File: config.mk
export PLATFORM = sky130hd
export DESIGN_NAME = instr_fetch_unit_flat
export DESIGN_NICKNAME = d
export VERILOG_FILES = /design/src/rtl/instr_fetch_unit_if.sv /design/src/rtl/instr_fetch_unit.sv /design/src/flat_wrapper.sv
export SDC_FILE = /design/constraint.sdc
export NUM_CORES = 1
export LEC_CHECK = 0
export CAP_MARGIN = 5
export CORE_MARGIN = 4
export CORE_UTILIZATION = 30
export DETAILED_ROUTE_END_ITERATION = 7
export GPL_TIMING_DRIVEN = 0
export SYNTH_ARGS = -nofsm -noshare
export SYNTH_HDL_FRONTEND = slang
export SYNTH_SLANG_ARGS = --single-unit
File: constraint.sdc
create_clock -name i_clock -period 3.4 [get_ports i_clock]
set_input_delay 0.68 -clock i_clock [delete_from_list [all_inputs] [get_ports i_clock]]
set_output_delay 0.68 -clock i_clock [all_outputs]
set_load 0.02 [all_outputs]
File: src/rtl/instr_fetch_unit_if.sv
// Fetch-unit bus interface.
// Groups the ROM read port and the issue handshake to the control circuit.
//   romAddr  : PC driven to the program ROM (fetch unit -> ROM)
//   romData  : combinational ROM word at romAddr (ROM -> fetch unit)
//   opcode   : registered opcode issued to the control circuit
//   execute  : one-cycle issue strobe
//   done     : control circuit finished the current instruction
//   busy     : an issued instruction is still waiting for done
// The master modport belongs to the fetch unit.
// The slave modport belongs to the ROM/control side.
interface instr_fetch_unit_if #(
  parameter int ADDR_W = 8
);
  logic [ADDR_W-1:0] romAddr;
  logic [7:0]        romData;
  logic [7:0]        opcode;
  logic              execute;
  logic              done;
  logic              busy;

  modport master (
    output romAddr,
    output opcode,
    output execute,
    output busy,
    input  romData,
    input  done
  );

  modport slave (
    input  romAddr,
    input  opcode,
    input  execute,
    input  busy,
    output romData,
    output done
  );
endinterface

File: src/rtl/instr_fetch_unit.sv
// Instruction fetch unit for the 4-bit processor datapath.
// Sequences the PC and fetches opcodes from the program ROM (run mode), or
// takes them from the manual switches on each debounced button press
// (single-step mode). Opcodes are issued one at a time with a one-cycle
// execute strobe, and the unit waits for done before issuing the next one.
// Ports:
//   i_clock               : system clock, all state on rising edge
//   i_reset               : synchronous active-high reset
//   i_singleStep          : 1 = manual opcode per button press, 0 = run from ROM
//   i_buttonForSingleStep : raw asynchronous, bouncy push button
//   i_opCode              : manual opcode switches
//   o_isRomDone           : sticky flag, ROM program completed
//   fetchBus              : ROM port and issue handshake (master side)
module instr_fetch_unit #(
  parameter int ADDR_W          = 8,
  parameter int PROG_LEN        = 16,
  parameter int DEBOUNCE_CYCLES = 4
) (
  input  logic                i_clock,
  input  logic                i_reset,
  input  logic                i_singleStep,
  input  logic                i_buttonForSingleStep,
  input  logic [7:0]          i_opCode,
  output logic                o_isRomDone,
  instr_fetch_unit_if.master  fetchBus
);

  localparam int CNT_W = (DEBOUNCE_CYCLES > 1) ? $clog2(DEBOUNCE_CYCLES) : 1;
  localparam logic [CNT_W-1:0]  DB_LAST = CNT_W'(DEBOUNCE_CYCLES - 1);
  localparam logic [ADDR_W-1:0] LAST_PC = ADDR_W'(PROG_LEN - 1);

  typedef enum logic [0:0] {
    IDLE      = 1'b0,
    WAIT_DONE = 1'b1
  } state_t;

  logic             r_sync1;
  logic             r_sync2;
  logic             r_dbLevel;
  logic             r_dbLevelPrev;
  logic [CNT_W-1:0] r_dbCount;
  logic             w_pressPulse;

  state_t           r_state;
  logic [ADDR_W-1:0] r_pc;
  logic [7:0]       r_opcode;
  logic             r_execute;
  logic             r_busy;
  logic             r_romDone;
  logic             r_fromRom;

  state_t           w_nextState;
  logic [ADDR_W-1:0] w_nextPc;
  logic [7:0]       w_nextOpcode;
  logic             w_nextExecute;
  logic             w_nextBusy;
  logic             w_nextRomDone;
  logic             w_nextFromRom;

  // The button first passes through a two-flop synchronizer.
  // A stable-level filter follows it. The debounced level flips only after
  // the synchronized input has disagreed with it for DEBOUNCE_CYCLES
  // cycles in a row. Any agreeing cycle restarts the count. r_dbLevelPrev
  // remembers the previous debounced level so that a rising edge can be
  // turned into a single press pulse.
  always_ff @(posedge i_clock) begin
    if (i_reset) begin
      r_sync1       <= 1'b0;
      r_sync2       <= 1'b0;
      r_dbLevel     <= 1'b0;
      r_dbLevelPrev <= 1'b0;
      r_dbCount     <= '0;
    end else begin
      r_sync1       <= i_buttonForSingleStep;
      r_sync2       <= r_sync1;
      r_dbLevelPrev <= r_dbLevel;
      if (r_sync2 == r_dbLevel) begin
        r_dbCount <= '0;
      end else if (r_dbCount == DB_LAST) begin
        r_dbLevel <= ~r_dbLevel;
        r_dbCount <= '0;
      end else begin
        r_dbCount <= r_dbCount + 1'b1;
      end
    end
  end

  // The press pulse lasts one cycle. It fires on a debounced 0->1 edge only.
  assign w_pressPulse = r_dbLevel & ~r_dbLevelPrev;

  // Next-state logic for the issue FSM.
  // Every next value defaults to its current value, except execute, which
  // defaults low so that it can only form a one-cycle pulse.
  // Mode is looked at only in IDLE. The instruction source is latched in
  // r_fromRom at issue time, so a mode change while waiting cannot alter
  // the completion action.
  // The first WAIT_DONE cycle is the execute cycle. Done is ignored there.
  always_comb begin
    w_nextState   = r_state;
    w_nextPc      = r_pc;
    w_nextOpcode  = r_opcode;
    w_nextExecute = 1'b0;
    w_nextBusy    = r_busy;
    w_nextRomDone = r_romDone;
    w_nextFromRom = r_fromRom;
    case (r_state)
      IDLE: begin
        if (!i_singleStep) begin
          if (!r_romDone) begin
            w_nextOpcode  = fetchBus.romData;
            w_nextExecute = 1'b1;
            w_nextBusy    = 1'b1;
            w_nextFromRom = 1'b1;
            w_nextState   = WAIT_DONE;
          end
        end else if (w_pressPulse) begin
          w_nextOpcode  = i_opCode;
          w_nextExecute = 1'b1;
          w_nextBusy    = 1'b1;
          w_nextFromRom = 1'b0;
          w_nextState   = WAIT_DONE;
        end
      end
      WAIT_DONE: begin
        if (!r_execute && fetchBus.done) begin
          w_nextBusy  = 1'b0;
          w_nextState = IDLE;
          if (r_fromRom) begin
            if (r_pc == LAST_PC) begin
              w_nextRomDone = 1'b1;
            end else begin
              w_nextPc = r_pc + 1'b1;
            end
          end
        end
      end
      default: begin
        w_nextState = IDLE;
      end
    endcase
  end

  // State register for the FSM and the datapath registers.
  // Reset has priority over everything, including a done that arrives
  // in the same cycle.
  always_ff @(posedge i_clock) begin
    if (i_reset) begin
      r_state   <= IDLE;
      r_pc      <= '0;
      r_opcode  <= '0;
      r_execute <= 1'b0;
      r_busy    <= 1'b0;
      r_romDone <= 1'b0;
      r_fromRom <= 1'b0;
    end else begin
      r_state   <= w_nextState;
      r_pc      <= w_nextPc;
      r_opcode  <= w_nextOpcode;
      r_execute <= w_nextExecute;
      r_busy    <= w_nextBusy;
      r_romDone <= w_nextRomDone;
      r_fromRom <= w_nextFromRom;
    end
  end

  assign fetchBus.romAddr = r_pc;
  assign fetchBus.opcode  = r_opcode;
  assign fetchBus.execute = r_execute;
  assign fetchBus.busy    = r_busy;
  assign o_isRomDone      = r_romDone;

endmodule
File: src/flat_wrapper.sv
// flat-port wrapper written by rule: the top's interface ports become plain ports
module instr_fetch_unit_flat 
#(
  parameter int ADDR_W          = 8,
  parameter int PROG_LEN        = 16,
  parameter int DEBOUNCE_CYCLES = 4
)
  (i_clock, i_reset, i_singleStep, i_buttonForSingleStep, i_opCode, o_isRomDone, fetchBus_romAddr, fetchBus_opcode, fetchBus_execute, fetchBus_busy, fetchBus_romData, fetchBus_done);
  instr_fetch_unit_if #(.ADDR_W(ADDR_W)) fetchBus_i ();
  input  logic i_clock;
  input  logic i_reset;
  input  logic i_singleStep;
  input  logic i_buttonForSingleStep;
  input  logic [7:0] i_opCode;
  output logic o_isRomDone;
  output wire logic [$bits(fetchBus_i.romAddr)-1:0] fetchBus_romAddr;
  output wire logic [$bits(fetchBus_i.opcode)-1:0] fetchBus_opcode;
  output wire logic [$bits(fetchBus_i.execute)-1:0] fetchBus_execute;
  output wire logic [$bits(fetchBus_i.busy)-1:0] fetchBus_busy;
  input wire logic [$bits(fetchBus_i.romData)-1:0] fetchBus_romData;
  input wire logic [$bits(fetchBus_i.done)-1:0] fetchBus_done;
  assign fetchBus_romAddr = fetchBus_i.romAddr;
  assign fetchBus_opcode = fetchBus_i.opcode;
  assign fetchBus_execute = fetchBus_i.execute;
  assign fetchBus_busy = fetchBus_i.busy;
  assign fetchBus_i.romData = fetchBus_romData;
  assign fetchBus_i.done = fetchBus_done;
  instr_fetch_unit #(.ADDR_W(ADDR_W), .PROG_LEN(PROG_LEN), .DEBOUNCE_CYCLES(DEBOUNCE_CYCLES)) u_core (.i_clock(i_clock), .i_reset(i_reset), .i_singleStep(i_singleStep), .i_buttonForSingleStep(i_buttonForSingleStep), .i_opCode(i_opCode), .o_isRomDone(o_isRomDone), .fetchBus(fetchBus_i));
endmodule
Word level (Yosys, flattened, before mapping)
Cells that the tools add are included.
{ "classes": {"add_sub_neg": 2, "eq_ne": 8, "mux": 15, "bitwise_logic": 6, "n_reduce_logical": 9} }
{ "op_table": {"columns": ["op", "count"], "rows": [
  ["$mux W8", 3],
  ["$mux W1", 10],
  ["$add A8 B1 Y8 const B", 1],
  ["$eq A8 B4 Y1 const B", 1],
  ["$reduce_and A4 Y1", 2],
  ["$reduce_and A3 Y1", 2],
  ["$not A1 Y1", 5],
  ["$ne A2 B2 Y1 const B", 2],
  ["$pmux W1 S2", 2],
  ["$ne A3 B2 Y1 const B", 1],
  ["$ne A3 B3 Y1 const B", 1],
  ["$reduce_or A3 Y1", 1],
  ["$add A2 B1 Y2 const B", 1],
  ["$eq A2 B2 Y1 const B", 1],
  ["$ne A2 B1 Y1 const B", 1],
  ["$reduce_and A2 Y1", 1],
  ["$reduce_or A2 Y1", 1],
  ["$and A1 B1 Y1", 1],
  ["$eq A1 B1 Y1", 1],
  ["$logic_and A1 B1 Y1", 1],
  ["$logic_not A1 Y1", 1]
]} }
{ "word_totals": {"register_bits": 27, "inputBits": 21} }

Logic depth before layout (Yosys ltp)
Gate-level depths: netlist (run 1).
{ "depth": {"word_depth": 5, "depth_mapped": 4, "mapped_depth_nobuf": 4} }

Worst setup path after synthesis (run 1)
Ideal clock, no wire load.
{ "synth_timing": {"path_type": "input -> register", "from": "input port i_singleStep", "to": "register u_core.r_opcode[1], in the netlist u_core.fetchBus.opcode[1]", "setup_time_ns": 0.121, "arrival_time_ns": 1.594, "path_slack_ns": 1.685, "stages": 4, "path_buffers": 2, "cell_sequence": "buf_2 a211o_1 buf_2 mux2_2"} }
{ "synth_via": {"elab_chain_cells": 2, "elab_cells_between_ends": 4, "classes_between": "eq/ne: 2; mux: 1; reduce/logical: 1"} }
{ "synth_lines": {"columns": ["element", "line_no", "rtl"], "rows": [
  ["from (decl)", "flat_wrapper.sv:12", "input logic i_singleStep;"],
  ["$ne A2 B1 Y1 (no line) or $ne A2 B2 Y1 (tied branches)", null, null],
  ["$reduce_and A3 Y1 (no line)", null, null],
  ["to (signal assigned)", "instr_fetch_unit.sv:158", "r_opcode <= w_nextOpcode;"],
  ["to (decl)", "instr_fetch_unit.sv:46", "logic [7:0] r_opcode;"]
]} }
Several ways; a longest one is shown, not always the timed one.
A chain may end at the register's enable or synchronous reset.

Worst setup path in the final report (run 1)
{ "layout_timing": {"from": "input port i_singleStep", "to": "register u_core.r_opcode[6], in the netlist u_core.fetchBus.opcode[6]"} }
Same word-level chain as after synthesis.

==> run metrics, run 1 <==
outcome=finished, final reports clean; routed len/inst=12.8 um; post-synthesis sequential area ratio=0.438; CP Capture Type=register; Synth Instances=roughly 130; Inst Count DP=215; Pwr Total=slightly above 0.6 mW; fmax=480 MHz; CP top delay family=buffers and inverters; worst hold slack=~430 ps; max incr delay on CP=approximately 480 ps; ys flop type=dfxtp_1; die height=between 70 and 80 um; num rows=23; Netlist Area Pre-Place=roughly 0.0012 mm2; CTS Buffer Depth=2; Worst VDD drop=approximately 190 uV; Worst-Skew Late Latency=about 270 ps; pre-CTS setup slack=1000 ps; Resized Gates After CTS=0; period utilization=0.613; Avg Inst Size Synth=9.72 um2; final layout net count=193; routed vias=1078; vias in the first global route=around 1100; main area contributors after synthesis=dfxtp_1 (44%), mux2_2 (8.2%), mux2i_1 (8.1%), nor2b_1 (6.6%), nor2_1 (4.6%); Final Slew Violations=0; Final ANT Viol Nets=0; H-tree depth=1; Crit-path slowest cell=clkdlybuf4s50_1; unrepaired setup endpoints after global routing=false; Synth warnings=0; WS Path Type=primary input to register; IO Port Bufs=38; Non-Filler Instances=between 200 and 250; initial antenna violation count=0; Fin. Hold Viols=0; final wirelength=between 2000 and 3000 um; largest net degree at the start of global routing=15; cell mode on critical path=buf_2; setup TNS=0 ps; TritonCTS clock tree=done; max_slew headroom=0.688; Ports=40; CTS Sinks=27; most common cell in the netlist=dfxtp_1; Die ar.=around 0.0052 mm2; fin crit period=approximately 2100 ps; detailed placement HPWL=2170 um; drc violations=0; crit path max fanout=10; syn_nets=150; Root Buffer=clkbuf_8; worst setup slack after layout=1320 ps; skew final=between 3 and 4 ps; Finished Core Util=0.431; clock transition at the registers of the reported paths=roughly 90 ps; area leader, netlist=dfxtp_1; CP Launch Type=primary input; post-layout instance area=~0.0017 mm2; PwrDens=about 360 mW/mm2; Synth top cells by count=dfxtp_1 (27), nor2_1 (15), nor2b_1 (13), mux2i_1 (10); critical path, cell by cell=clkdlybuf4s50_1 > buf_2 > a211o_1 > buf_2 > mux2_2; GRT Overall Usage=0.115; Placer Congestion=about 0.75; reg-to-reg slack, setup=about 1800 ps; final setup fails=0; Buf/Inv on CP=3; core footprint=0.00400 mm2; vias per cell=between 4 and 5; Post-CTS Setup Bufs=0; CP Data Required Time=3560 ps; initial detailed-routing violation count=47; placed instance area=0.00168 mm2; share of cells above drive strength 1=0.101; Least-Margin Pin Slew=464 ps; Die X=72.2 um; first-pass GRT wire length=~4800 um; area delta synth->final=39.5%; max cap viols=0; Yosys cell types=32; Synth async-reset ratio=0; Inserted Diodes=0; total CTS buffers=3; total congestion overflow=0; CTS Hold Bufs=0; Synth top area share=0.438; Layout fillers=~380; worst path arrival time=2250 ps; Starting Density=0.309; #FFs+latches synth=27; hold crit path type=register to register; Post-synth EDFFs=0; Leak=~0.66 nW; 1st-pass router iterations=4
-- cell type report --
type | instances | area, um2 | area share
Tap cell | 50 | 62.6 | 0.0363
Inverter | 2 | 7.51 | 0.00436
Multi-Input combinational cell | 92 | 661 | 0.383
Timing Repair Buffer | 38 | 380 | 0.221
Sequential cell | 27 | 541 | 0.314
Clock buffer | 4 | 45.0 | 0.0261
Buffer | 6 | 26.3 | 0.0153
-- metal layers --
layer	track usage	wire length (um)	vias up
met1	0.145	1240	490
met3	0.0291	262	4
met4	0.0501	42	0
met5	0	0	-
li1	-	-	540
met2	0.183	1250	44
-- layout by cell type, fill, tap and decap left out, types with 2 or more instances in the layout --
cell,synthesis,routed
clkdlybuf4s50_1,0,38
dfxtp_1,27,27
nor2_1,15,15
nor2b_1,13,13
mux2i_1,10,10
a21oi_1,9,9
mux2_2,9,9
or4_1,4,4
o21ai_0,3,3
clkbuf_1,2,3
buf_2,3,3
nand2b_1,3,3
nand2_1,3,3
o31ai_1,3,3
clkbuf_8,0,3
nand3_1,2,2
a211oi_1,2,2
inv_1,2,2
ha_1,2,2
-- cell families after synthesis --
| family | after synthesis | synth area share |
|---|---|---|
| fa+ha+maj | 2 | 0.0203 |
| flops | 27 | 0.438 |
| simple gates | 47 | 0.227 |
| compound gates | 23 | 0.118 |
| xor+xnor | 1 | 0.00709 |
| buf+inv | 8 | 0.0274 |
| mux | 19 | 0.163 |
-- path summary, 6_finish.rpt --
path,start,end,cells after the start
min,u_core.r_dbCount[0]$_SDFF_PP0_,u_core.r_dbCount[0]$_SDFF_PP0_,1
min reg2reg,u_core.r_dbCount[0]$_SDFF_PP0_,u_core.r_dbCount[0]$_SDFF_PP0_,1
max,i_singleStep,u_core.fetchBus.opcode[6]$_SDFFE_PP0P_,5
max reg2reg,u_core.fetchBus.romAddr[0]$_SDFFE_PP0P_,u_core.fetchBus.romAddr[0]$_SDFFE_PP0P_,4
-- where the power goes --
| group | switching [mW] | total [mW] | internal [mW] | leakage [nW] |
|---|---|---|---|---|
| sequential | 0.00965 | 0.339 | 0.329 | 0.220 |
| combinational | 0.0432 | 0.102 | 0.0585 | 0.421 |
| clock | 0.0957 | 0.180 | 0.0839 | 0.0228 |
| total | 0.149 | 0.620 | 0.472 | 0.664 |
-- worst reg2reg max path: stages, from the launching register on --
cell and delay (ps):
dfxtp_1 370, ha_1 260, and3_1 220, a21oi_1 250
mux2_2 370
No activity file was read; power rests on OpenSTA's default activity.
==> inputs of run 2 (changes only) <==
==> constraint.sdc (replaced) <==
create_clock -name i_clock -period 2.1 [get_ports i_clock]
set_input_delay 0.42 -clock i_clock [delete_from_list [all_inputs] [get_ports i_clock]]
set_output_delay 0.42 -clock i_clock [all_outputs]
set_load 0.02 [all_outputs]
==> results of run 2 <==
Same layout as run 1 (identical final DEF). Status: finished, final reports clean.
Main changes from that run: setup slack after placement 1000 ps -> -35.9 ps; setup slack after layout 1320 ps -> 277 ps; register-to-register setup slack 1830 ps -> 530 ps; total power 0.620 mW -> 1.00 mW; worst IR drop on VDD 193 uV -> 312 uV
==> inputs of run 3 (changes only) <==
--- a/config.mk
+++ b/config.mk
@@ -10,6 +10,7 @@
 export CORE_UTILIZATION = 30
 export DETAILED_ROUTE_END_ITERATION = 7
 export GPL_TIMING_DRIVEN = 0
+export RECOVER_POWER = 50
 export SYNTH_ARGS = -nofsm -noshare
 export SYNTH_HDL_FRONTEND = slang
 export SYNTH_SLANG_ARGS = --single-unit
==> run 3 against run 2 <==
Fmax hardly changed. Register-to-register slack worse by 120 ps. Via count grew 0.19%. Count of clock-buffer cells in the layout is the same.
==> run metrics, run 3 (same netlist as run 1, synthesis figures left out) <==
worst path arrival time=between 1500 and 2000 ps; worst setup slack after layout=277 ps; CP Data Required Time=around 2300 ps; skew final=2.62 ps (-0.425 ps); max incr delay on CP=480 ps (about the same); H-tree depth=1 (unchanged); detailed placement HPWL=2170 um (unchanged); vias per cell=4.93 (+0.19%); die height=72.2 um (unchanged); placed instance area=0.00168 mm2 (unchanged); initial detailed-routing violation count=53 (+13%); initial antenna violation count=0 (unchanged); max_slew headroom=0.515 (-0.173); HP Start=u_core.r_dbCount[0]$_SDFF_PP0_; Worst VDD drop=310 uV; Root Buffer=clkbuf_8; fmax=around 550 MHz; Starting Density=0.309 (unchanged); Die X=72.2 um (unchanged); area delta synth->final=38.9%; pre-CTS setup slack=-35.9 ps; first-pass GRT wire length=4800 um (unchanged); Die ar.=0.00521 mm2 (unchanged); period utilization=0.868; Placer Congestion=0.750 (unchanged); Final Slew Violations=0 (unchanged); Least-Margin Pin Slew=722 ps (+257 ps); Post-CTS Setup Bufs=0 (unchanged); routed len/inst=12.8 um (+0.11%); Resized Gates After CTS=0 (unchanged); routed vias=1080 (+0.19%); max cap viols=0 (unchanged); outcome=finished, final reports clean; drc violations=0 (unchanged); final setup fails=0 (unchanged); Worst-Skew Late Latency=270 ps (about the same); hold path depth=1 (unchanged); CTS Sinks=27 (unchanged); hold crit path type=register to register; post-layout instance area=0.00172 mm2 (-0.44%); clock transition at the registers of the reported paths=90 ps (about the same); Fin. Hold Viols=0 (unchanged); CP Launch Type=primary input; total CTS buffers=3 (unchanged); Inserted Diodes=0 (unchanged); num rows=23 (unchanged); GRT Overall Usage=0.115 (unchanged); IO Port Bufs=38 (unchanged); Crit-path slowest cell=clkdlybuf4s50_1; CTS Buffer Depth=2 (unchanged); Ports=40 (unchanged); vias in the first global route=1091 (unchanged); Leak=0.681 nW (+2.4%); final layout net count=193 (unchanged); TritonCTS clock tree=done; fin crit period=about 1800 ps; WS Path Type=primary input to register; CP Capture Type=register; Hold Crit Endpoint=u_core.r_dbCount[0]$_SDFF_PP0_; total congestion overflow=0 (unchanged); Worst R2R Path Depth=3 (-1); Final ANT Viol Nets=0 (unchanged); crit path max fanout=10 (unchanged); reg-to-reg slack, setup=410 ps; PwrDens=a little under 600 mW/mm2; commonest cells after routing, fill and taps aside=clkdlybuf4s50_1 (30), dfxtp_1 (27), nor2_1 (15); final wirelength=2800 um (+0.11%); 1st-pass router iterations=4 (unchanged); cell mode on critical path=buf_2; largest net degree at the start of global routing=15 (unchanged); unrepaired setup endpoints after global routing=false; core footprint=0.00400 mm2 (unchanged); share of cells above drive strength 1=0.0888 (-0.0118); reg-to-reg startpoint=u_core.fetchBus.romAddr[5]$_SDFFE_PP0P_; most common cell after layout, fill and taps aside=clkdlybuf4s50_1; CTS Hold Bufs=0 (unchanged); critical path, cell by cell=clkdlybuf4s50_1 > buf_2 > a211o_1 > buf_2 > mux2_2; reg2reg end=u_core.fetchBus.romAddr[0]$_SDFFE_PP0P_
-- run 3: changes by cell type in the layout (fill, tap and decap cells not counted) --
cell	delta
clkdlybuf4s50_1	-8
dlygate4sd3_1	+8
clkbuf_1	+2
buf_1	-1
buf_2	-1
nor4_1	+1
nor4_2	-1
-- run 3: how the worst max path moves through the flow --
stage,from,to,cells after the start
detailed placement,i_singleStep,u_core.fetchBus.opcode[6]$_SDFFE_PP0P_,5
global placement,i_singleStep,u_core.fetchBus.opcode[4]$_SDFFE_PP0P_,5
global route,u_core.fetchBus.romAddr[5]$_SDFFE_PP0P_,u_core.fetchBus.romAddr[0]$_SDFFE_PP0P_,3
floorplan,u_core.fetchBus.romAddr[0]$_SDFFE_PP0P_,u_core.fetchBus.romAddr[0]$_SDFFE_PP0P_,4
finish,i_singleStep,u_core.fetchBus.opcode[6]$_SDFFE_PP0P_,5
CTS,i_singleStep,u_core.fetchBus.opcode[6]$_SDFFE_PP0P_,5
-- run 3: layout make-up --
type / instances / area (um2)
plain buffers: 6 / 25.0
clock buffers: 4 / 45.0
fillers: 383 / 2280
inverters: 2 / 7.51
multi-input cells: 92 / 654
flip-flops and latches: 27 / 541
well taps: 50 / 62.6
repair buffers: 38 / 380
-- run 3: critical path, delay by kind of cell --
kind | cells | cell delay, ps
muxes | 1 | 360
buffers and inverters | 3 | 1010
AOI/OAI and AO/OA | 1 | 190
-- run 3: through the flow --
| step | hold slack [ps] | setup TNS, ps | std cells | power [mW] | util |
|---|---|---|---|---|---|
| 6_report | 432 | 0 | 219 | 0.997 | 0.429 |
| 5_1_grt | 457 | 0 | 219 | 1.05 | 0.429 |
| 4_1_cts | 436 | 0 | 219 | 1.02 | 0.431 |
| 3_5_place_dp | 424 | -206 | 215 | 0.726 | 0.419 |
| 3_3_place_gp | 405 | -43.6 | 215 | 0.723 | 0.419 |
| 2_1_floorplan | 397 | 0 | 127 | 0.642 | - |
-- run 3: layer usage --
| layer | up-vias | wire [um] | track usage |
|---|---|---|---|
| met5 | - | 0 | 0 |
| met3 | 4 | 266 | 0.0291 |
| met2 | 49 | 1250 | 0.183 |
| met4 | 0 | 42 | 0.0501 |
| met1 | 487 | 1240 | 0.145 |
| li1 | 540 | - | - |
-- run 3: where the power goes --
group	leakage [nW]	switching [mW]	internal, mW	total, mW
clock	0.0228	0.154	0.136	0.289
sequential	0.220	0.0151	0.533	0.548
combinational	0.437	0.0699	0.0902	0.160
total	0.681	0.239	0.759	0.997
